## src/rtl/ex_wb_buffer.sv

```systemverilog
`timescale 1ns/1ps
`default_nettype none
// ============================================================================
// Module      : ex_wb_buffer
// Description : In-order writeback FIFO between execute and register file,
//               with newest-first operand forwarding. Optional zero-latency
//               bypass when empty is enabled by the macro EX_WB_BYPASS_EN.
// Revision    : 1.0 - initial release
// ============================================================================
module ex_wb_buffer #(
    parameter int DEPTH     = 2,
    parameter int PTR_WIDTH = $clog2(DEPTH),
    parameter int CNT_WIDTH = $clog2(DEPTH) + 1
) (
    input  logic                 clock,
    input  logic                 reset_n,
    input  logic                 ex_valid,
    input  logic                 ex_stall,
    input  logic [31:0]          ex_pc,
    input  logic [31:0]          ex_result,
    input  logic [4:0]           ex_dest_reg,
    input  logic                 ex_dest_reg_valid,
    input  logic                 ex_inval_dest_reg,
    output logic                 front_stall,
    input  logic                 wb_stall,
    output logic                 rf_we,
    output logic [4:0]           rf_waddr,
    output logic [31:0]          rf_wdata,
    output logic [31:0]          rf_wpc,
    input  logic [4:0]           fwd_query_reg,
    output logic                 fwd_hit,
    output logic [31:0]          fwd_val,
    output logic [CNT_WIDTH-1:0] occupancy
);

    localparam logic [CNT_WIDTH-1:0] c_DEPTH_CNT = CNT_WIDTH'(DEPTH);
    localparam logic [PTR_WIDTH-1:0] c_PTR_ONE   = PTR_WIDTH'(1);
    localparam logic [CNT_WIDTH-1:0] c_CNT_ONE   = CNT_WIDTH'(1);

    logic [PTR_WIDTH-1:0] r_wr_ptr;
    logic [PTR_WIDTH-1:0] r_rd_ptr;
    logic [CNT_WIDTH-1:0] r_count;
    logic [DEPTH-1:0]     r_vld;
    logic [DEPTH-1:0]     r_wen;
    logic [31:0]          r_pc   [DEPTH];
    logic [31:0]          r_res  [DEPTH];
    logic [4:0]           r_dest [DEPTH];

    logic w_full;
    logic w_empty;
    logic w_wen_in;
    logic w_push;
    logic w_pop;
    logic w_bypass;
    logic w_enq;

    assign w_full   = (r_count == c_DEPTH_CNT);
    assign w_empty  = (r_count == '0);
    assign w_wen_in = ex_dest_reg_valid & ~ex_inval_dest_reg & (ex_dest_reg != 5'd0);
    // Full blocks the push even if the head drains this cycle.
    assign w_push   = ex_valid & ~ex_stall & ~w_full;
    assign w_pop    = ~w_empty & ~wb_stall;
`ifdef EX_WB_BYPASS_EN
    assign w_bypass = w_push & w_empty & ~wb_stall;
`else
    assign w_bypass = 1'b0;
`endif
    assign w_enq    = w_push & ~w_bypass;

    assign front_stall = w_full;
    assign occupancy   = r_count;

    always_ff @(posedge clock or negedge reset_n) begin
        if (!reset_n) begin
            r_wr_ptr <= '0;
            r_rd_ptr <= '0;
            r_count  <= '0;
            r_vld    <= '0;
        end else begin
            if (w_pop) begin
                r_vld[r_rd_ptr] <= 1'b0;
                r_rd_ptr        <= r_rd_ptr + c_PTR_ONE;
            end
            if (w_enq) begin
                r_vld[r_wr_ptr] <= 1'b1;
                r_wr_ptr        <= r_wr_ptr + c_PTR_ONE;
            end
            if (w_enq && !w_pop) begin
                r_count <= r_count + c_CNT_ONE;
            end else if (!w_enq && w_pop) begin
                r_count <= r_count - c_CNT_ONE;
            end
        end
    end

    // Payload needs no reset: it is only observed through valid entries.
    always_ff @(posedge clock) begin
        if (w_enq) begin
            r_pc[r_wr_ptr]   <= ex_pc;
            r_res[r_wr_ptr]  <= ex_result;
            r_dest[r_wr_ptr] <= ex_dest_reg;
            r_wen[r_wr_ptr]  <= w_wen_in;
        end
    end

    always_comb begin
        rf_we    = 1'b0;
        rf_waddr = 5'd0;
        rf_wdata = 32'd0;
        rf_wpc   = 32'd0;
        if (!w_empty) begin
            rf_we    = w_pop & r_wen[r_rd_ptr];
            rf_waddr = r_dest[r_rd_ptr];
            rf_wdata = r_res[r_rd_ptr];
            rf_wpc   = r_pc[r_rd_ptr];
        end
        if (w_bypass) begin
            rf_we    = w_wen_in;
            rf_waddr = ex_dest_reg;
            rf_wdata = ex_result;
            rf_wpc   = ex_pc;
        end
    end

    // Walk oldest to newest so the newest match overrides earlier ones.
    always_comb begin
        logic [PTR_WIDTH-1:0] w_idx;
        fwd_hit = 1'b0;
        fwd_val = 32'd0;
        w_idx   = r_rd_ptr;
        for (int k = 0; k < DEPTH; k++) begin
            w_idx = r_rd_ptr + PTR_WIDTH'(k);
            if (r_vld[w_idx] && r_wen[w_idx] && (fwd_query_reg != 5'd0) &&
                (r_dest[w_idx] == fwd_query_reg)) begin
                fwd_hit = 1'b1;
                fwd_val = r_res[w_idx];
            end
        end
    end

    a_no_push_full: assert property (@(posedge clock) disable iff (!reset_n)
        !(w_enq && w_full));
    a_no_pop_empty: assert property (@(posedge clock) disable iff (!reset_n)
        !(w_pop && w_empty));

endmodule
`default_nettype wire

```

## config.mk

```make
export PLATFORM = sky130hd
export DESIGN_NAME = ex_wb_buffer
export DESIGN_NICKNAME = d
export VERILOG_FILES = /design/src/rtl/ex_wb_buffer.sv
export SDC_FILE = /design/constraint.sdc
export NUM_CORES = 1
export LEC_CHECK = 0
export CORE_ASPECT_RATIO = 0.8
export CORE_UTILIZATION = 45
export CTS_CLUSTER_SIZE = 28
export DETAILED_ROUTE_END_ITERATION = 8
export GPL_ROUTABILITY_DRIVEN = 0
export HOLD_SLACK_MARGIN = 0.06
export PLACE_DENSITY = 0.72
export SKIP_LAST_GASP = 1
export SYNTH_ARGS = -nofsm -noshare
export SYNTH_HDL_FRONTEND = slang
export SYNTH_SLANG_ARGS = --single-unit
```

## constraint.sdc

```tcl
create_clock -name clock -period 5.45 [get_ports clock]
set_input_delay 1.09 -clock clock [delete_from_list [all_inputs] [get_ports clock]]
set_output_delay 1.09 -clock clock [all_outputs]
set_load 0.02 [all_outputs]
```

==> results of run 1 <==
==> kinds of logic after synthesis <==
family / share of synthesized area (%)
flip-flops: 63.72
multiplexers: 20.93
AND/OR/NAND/NOR: 10.03
buffers and inverters: 2.802
XOR/XNOR: 1.923
AO/OA/AOI/OAI: 0.4028
adder cells (fa/ha/maj): 0.1831
==> power by group <==
| group | internal [W] | total [W] | switching, W |
|---|---|---|---|
| sequential | 0.00141 | 0.00153 | 0.000123 |
| clock | 0.000610 | 0.00101 | 0.000402 |
| combinational | 0.000970 | 0.00212 | 0.00115 |
| total | 0.00299 | 0.00466 | 0.00167 |
==> layout make-up <==
class | instances | area (um^2)
Fill cell | 1097 | 5199
Multi-Input combinational cell | 287 | 2323
Inverter | 1 | 3.754
Clock inverter | 9 | 68.82
Tap cell | 184 | 230.2
Clock buffer | 20 | 436.7
Sequential cell | 146 | 4358
Timing Repair Buffer | 194 | 1922
==> metrics by stage <==
stage / setup slack, ns / hold WS, ns / utilization, % / cell area, um^2 / std cells
finish: 0.7684 / 0.5097 / 64.25 / 9343 / 841
global route: 0.6075 / 0.5541 / 64.25 / 9343 / 841
CTS: 0.7452 / 0.5096 / 64.25 / 9343 / 841
detailed placement: 0.7476 / 0.4973 / 60.77 / 8837 / 812
global placement: 0.8063 / 0.4907 / 60.77 / 8837 / 812
floorplan: 0.3056 / 0.4555 / - / 6833 / 467
==> per-layer routing <==
layer / GRT usage [%] / routed length [um] / vias up
met2: 33.83 / 7453 / 151
met5: 0 / 0 / -
li1: - / - / 2122
met1: 26.18 / 6836 / 2196
met4: 7.033 / 269 / 0
met3: 8.148 / 1249 / 19
==> placed cells by master (no fill, tap or decap), types with 2 or more instances in the layout <==
master / netlist / routed
o21ai_0: 3 / 3
mux2_2: 31 / 31
nor2b_1: 33 / 32
clkbuf_16: 0 / 17
nand4_1: 31 / 31
clkbuf_1: 9 / 3
clkdlybuf4s50_1: 0 / 186
nor2_1: 44 / 43
clkinv_1: 0 / 3
nand3_1: 3 / 3
mux2i_1: 108 / 108
nand2_1: 5 / 5
xor2_1: 6 / 5
buf_4: 1 / 8
dfrtp_1: 6 / 5
xnor2_1: 9 / 9
clkinv_2: 0 / 4
nor3b_1: 2 / 2
edfxtp_1: 140 / 140
==> synthesized netlist by cell type <==
cell	count	area, um^2
nor2_1	44	165.2
buf_2	18	90.09
edfxtp_1	140	4204
a21oi_1	1	5.000
nor3_1	1	5.000
nand4b_1	1	8.760
nor2_2	1	6.260
nand2b_1	1	6.260
buf_6	5	56.30
nand3_2	1	10.01
o21ai_0	3	15.01
a21o_1	1	7.510
ha_1	1	12.51
nand2_1	5	18.77
buf_4	1	7.510
nor3b_1	2	15.01
mux2i_1	108	1081
dfrtp_1	6	150.1
inv_1	1	3.750
nand3_1	3	15.01
xor2_1	6	52.55
nor2b_1	33	206.5
mux2_2	31	349.1
and2_1	1	6.260
nand4_1	31	193.9
or4_1	1	7.510
clkbuf_1	9	33.78
nor4_2	1	12.51
and4_1	1	8.760
xnor2_1	9	78.83
==> worst max-delay path: stages <==
cell,delay (ns)
clkdlybuf4s50_1,0.48
nor3_1,0.29
a21oi_1,0.13
nand3_2,0.08
buf_4,0.50
mux2i_1,0.35
clkdlybuf4s50_1,0.65
==> flip-flops by register name, indices dropped and copies added, names as in the netlist <==
signal / flops
r_rd_ptr: 1
r_dest: 10
r_vld: 2
r_res: 64
occupancy: 2
r_wr_ptr: 1
r_wen: 2
r_pc: 64
==> how the worst max path moves through the flow <==
stage | start | endpoint | depth (start not counted)
2_1_floorplan | ex_stall | r_dest[0][0]$_DFFE_PP_ | 2
6_report | fwd_query_reg[0] | fwd_val[20] | 7
4_1_cts | fwd_query_reg[0] | fwd_val[20] | 7
3_5_place_dp | fwd_query_reg[0] | fwd_val[20] | 7
3_3_place_gp | fwd_query_reg[0] | fwd_val[20] | 7
5_1_grt | fwd_query_reg[0] | fwd_val[20] | 7
==> flow_summary.ini, run 1 <==
[outcome]
outcome = completed

[global_routing]
grt_max_degree = 72
grt_usage_pct = 21.07
antenna_found_initial = 0
grt-ovfl-total = 0
grt_pass1_vias = 4818
grt_pass1_wl_um = 25040

[logic_synthesis]
synth_warnings = 0
syn_nets = 549
netlist_area_um2 = 6833
syn_inst = 467
synth_seq_cells = 146
ys_types = 30
seq_area_frac_synth_pct = 63.72
avgSynthCellArea_um2 = 14.63

[cts]
postCtsSetupBuffers = 0
cts_tree = done
cts_hold_buf = 0
clk_pin_slew_ns = 0.05
cts_buffer_depth = 2
cts_root_buffer = clkbuf_16
cts_sinks = 146
cts_buffers = 17
insertion_delay_ns = 0.41
cts-resized-gates = 0
h-tree-depth = 4

[power_and_ir_drop]
vdd_drop_max_mv = 0.4035
power_density_nw_per_um2 = 499.2
finalPower_w = 0.004664
total_leakage_power_nw = 3.545

[sta]
finalSetupViolations = 0
finalCritPeriodShare_pct = 85.90
worst_pin_slew_ns = 1.180
slew_headroom_pct = 21.15
hold_viol = 0
finalMaxSlewViolations = 0
max_freq_mhz = 213.6
rsz0062_at_grt = no
fin_setup_tns_ns = 0
fin_crit_ns = 4.682
fin_worst_skew_ns = 0.006245

[detailed_routing]
drc = 0
routed_wirelength_um = 15810
via_per_inst = 5.337
postRouteAntennaNets = 0
drt-wirelength-per-cell_um = 18.80
first_iter_violations = 234
firstDrtPassIters = 4
num_vias = 4488

[placed_design]
port_buffers = 186
dp_hpwl_um = 9861

[worst_hold_path]
hold_class = reg2reg
worstHoldEndpoint = r_vld[1]$_DFF_PN0_
worstHoldStart = r_vld[1]$_DFF_PN0_
holdPathStages = 1

[worst_setup_path]
path_max_fanout = 33
start_kind = input pin
ff2ff_setup_slack_ns = 2.91
r2r_end = r_pc[0][25]$_DFFE_PP_
path_class = in2out
r2r-start = occupancy[1]$_DFFE_PN0P_
critPathRequiredTime_ns = 4.36
worstPathArrival_ns = 3.59
reg2reg_depth = 4
setup.worst_path.end_class = output port

[floorplanning]
fp-row-count = 39
die_h_um = 112.2
core_area_um2 = 14540
die_w_um = 139.8
start_util_pct = 46.99
io_pins = 187
dieArea_um2 = 15680

[final_layout]
drive_gt1_share_pct = 10.65
syn2layout_area_growth_pct = 36.73
diodes = 0
fin_nets = 729

[job]
max-cap-violations = 0
Power figures use the tool's default switching activity.
==> inputs of run 2 (changes only) <==
CELL_PAD_IN_SITES_DETAIL_PLACEMENT = 0   (was default)
CELL_PAD_IN_SITES_GLOBAL_PLACEMENT = 2   (was default)
CORE_UTILIZATION = 33   (was 45)
PLACE_DENSITY = 0.78   (was 0.72)
==> flow_summary.ini, run 2 (synthesis results as in run 1) <==
[detailed_routing]
first_iter_violations = 259
drc = 0
drt-wirelength-per-cell_um = 18.02
postRouteAntennaNets = 0
routed_wirelength_um = 16670
firstDrtPassIters = 6
via_per_inst = 4.782
num_vias = 4423

[global_routing]
grt_max_degree = 72
use_met3_pct = 4.703
top_usage_layer = met2
met2_usage_pct = 24.71
grt_pass1_wl_um = 25270
use_met1_pct = 21.42
antenna_found_initial = 0
grt_usage_pct = 15.98
grt-ovfl-total = 0
grt_pass1_vias = 4465

[sta]
fin_worst_skew_ns = 0.006849
finalCritPeriodShare_pct = 86.20
finalMaxSlewViolations = 0
hold_viol = 0
slew_headroom_pct = 28.93
hold-worst-slack_ns = 0.5136
fin_crit_ns = 4.698
worst_pin_slew_ns = 1.066
fin_setup_tns_ns = 0
finalSetupViolations = 0
rsz0062_at_grt = no
max_freq_mhz = 212.9

[power_and_ir_drop]
total_leakage_power_nw = 3.612
vdd_drop_max_mv = 0.2866
power_density_nw_per_um2 = 512.4

[worst_setup_path]
startpoint = fwd_query_reg[3]
crit_end = fwd_val[27]
ff2ff_setup_slack_ns = 2.81
worstPathArrival_ns = 3.61
critical_path_depth = 7
critPathRequiredTime_ns = 4.36
setup.worst_path.end_class = output port
reg2reg_depth = 4
start_kind = input pin
path_max_fanout = 33
max_stage_delay_ns = 0.66
cp_common_cell = clkdlybuf4s50_1
critPathBufInv = 3
r2r-start = occupancy[1]$_DFFE_PN0P_
r2r_end = r_pc[0][12]$_DFFE_PP_
crit_chain = clkdlybuf4s50_1 -> xnor2_1 -> nor4_2 -> nand3_2 -> buf_4 -> mux2i_1 -> clkdlybuf4s50_1
cp_slowest_cell = clkdlybuf4s50_1
crit_family = buffers and inverters
path_class = in2out

[cts]
cts_sinks = 146
cts_buffers = 17
insertion_delay_ns = 0.41
cts_tree = done
clk_pin_slew_ns = 0.06
cts_hold_buf = 0
cts_buffer_depth = 2
cts_root_buffer = clkbuf_16
postCtsSetupBuffers = 0
cts-resized-gates = 0
h-tree-depth = 4

[floorplanning]
die_h_um = 130.7
dieArea_um2 = 21290
start_util_pct = 34.11
fp-row-count = 46
core_area_um2 = 20030
io_pins = 187
die_w_um = 162.9

[final_layout]
final_cell_mix = clkdlybuf4s50_1, edfxtp_1, mux2i_1, nor2_1, nor2b_1
postLayoutCellArea_um2 = 9582
diodes = 0
syn2layout_area_growth_pct = 40.23
drive_gt1_share_pct = 12.10
layout_commonest_cell = clkdlybuf4s50_1
reg_top3 = r_pc: 64 flops, r_res: 64 flops, r_dest: 10 flops
fin_nets = 730

[outcome]
outcome = completed

[job]
max-cap-violations = 0

[worst_hold_path]
hold_class = reg2reg

[placed_design]
placed_area_um2 = 8945
port_buffers = 186
dp_hpwl_um = 11080
==> run 2: cell count changes in the layout (fill, tap and decap cells not counted) <==
cell / change
inv_6: +5
clkinv_2: -4
inv_8: +4
clkbuf_1: -3
clkinv_1: -3
bufinv_16: +2
buf_4: +1
clkinv_4: +1
clkinv_8: +1
==> run 2: layout make-up <==
class                      instances  area, um^2
clock buffer                      17       425.4
inverter                           1       3.754
timing repair buffer             195        1929
fill                            1768       10450
sequential                       146        4358
multi-input combinational        287        2323
clock inverter                    15       211.5
tap                              264       330.3
==> run 2: metrics by stage <==
stage               setup slack (ns)  std cells  utilization [%]  power, W
floorplan                     0.3056        467                -  0.002819
global placement              0.7868        893            44.66  0.003693
detailed placement            0.7396        893            44.66  0.003702
CTS                           0.7279        925            47.84  0.004963
global route                  0.6123        925            47.84  0.005147
finish                        0.7523        925            47.84  0.004910
==> run 2: worst min path at each step <==
| stage | startpoint | endpoint | slack, ns | cells after the start |
|---|---|---|---|---|
| after floorplan | r_wr_ptr$_DFFE_PN0P_ | r_wr_ptr$_DFFE_PN0P_ | 0.46 | 1 |
| after CTS | r_vld[1]$_DFF_PN0_ | r_vld[1]$_DFF_PN0_ | 0.52 | 1 |
| after global routing | r_vld[1]$_DFF_PN0_ | r_vld[1]$_DFF_PN0_ | 0.54 | 1 |
| after global placement | r_vld[1]$_DFF_PN0_ | r_vld[1]$_DFF_PN0_ | 0.49 | 1 |
| final | r_vld[1]$_DFF_PN0_ | r_vld[1]$_DFF_PN0_ | 0.51 | 1 |
| after detailed placement | r_vld[1]$_DFF_PN0_ | r_vld[1]$_DFF_PN0_ | 0.51 | 1 |
==> run 2: power by group <==
part           leakage, nW  switching (W)  internal [W]
logic                 1.95        0.00119      0.000972
registers             1.35      0.0000911       0.00141
clock network        0.310       0.000502      0.000745
==> run 2: per-layer routing <==
layer	part of all wire (%)	vias to the layer above
met4	1.1	0
li1	-	2123
met3	7.1	11
met5	0	-
met2	46	141
met1	46	2148
==> inputs of run 3 (changes only) <==
ABC_AREA = 0   (was default)
==> results of run 3 <==
The final DEF is identical to that of run 2; final timing and power are the same.
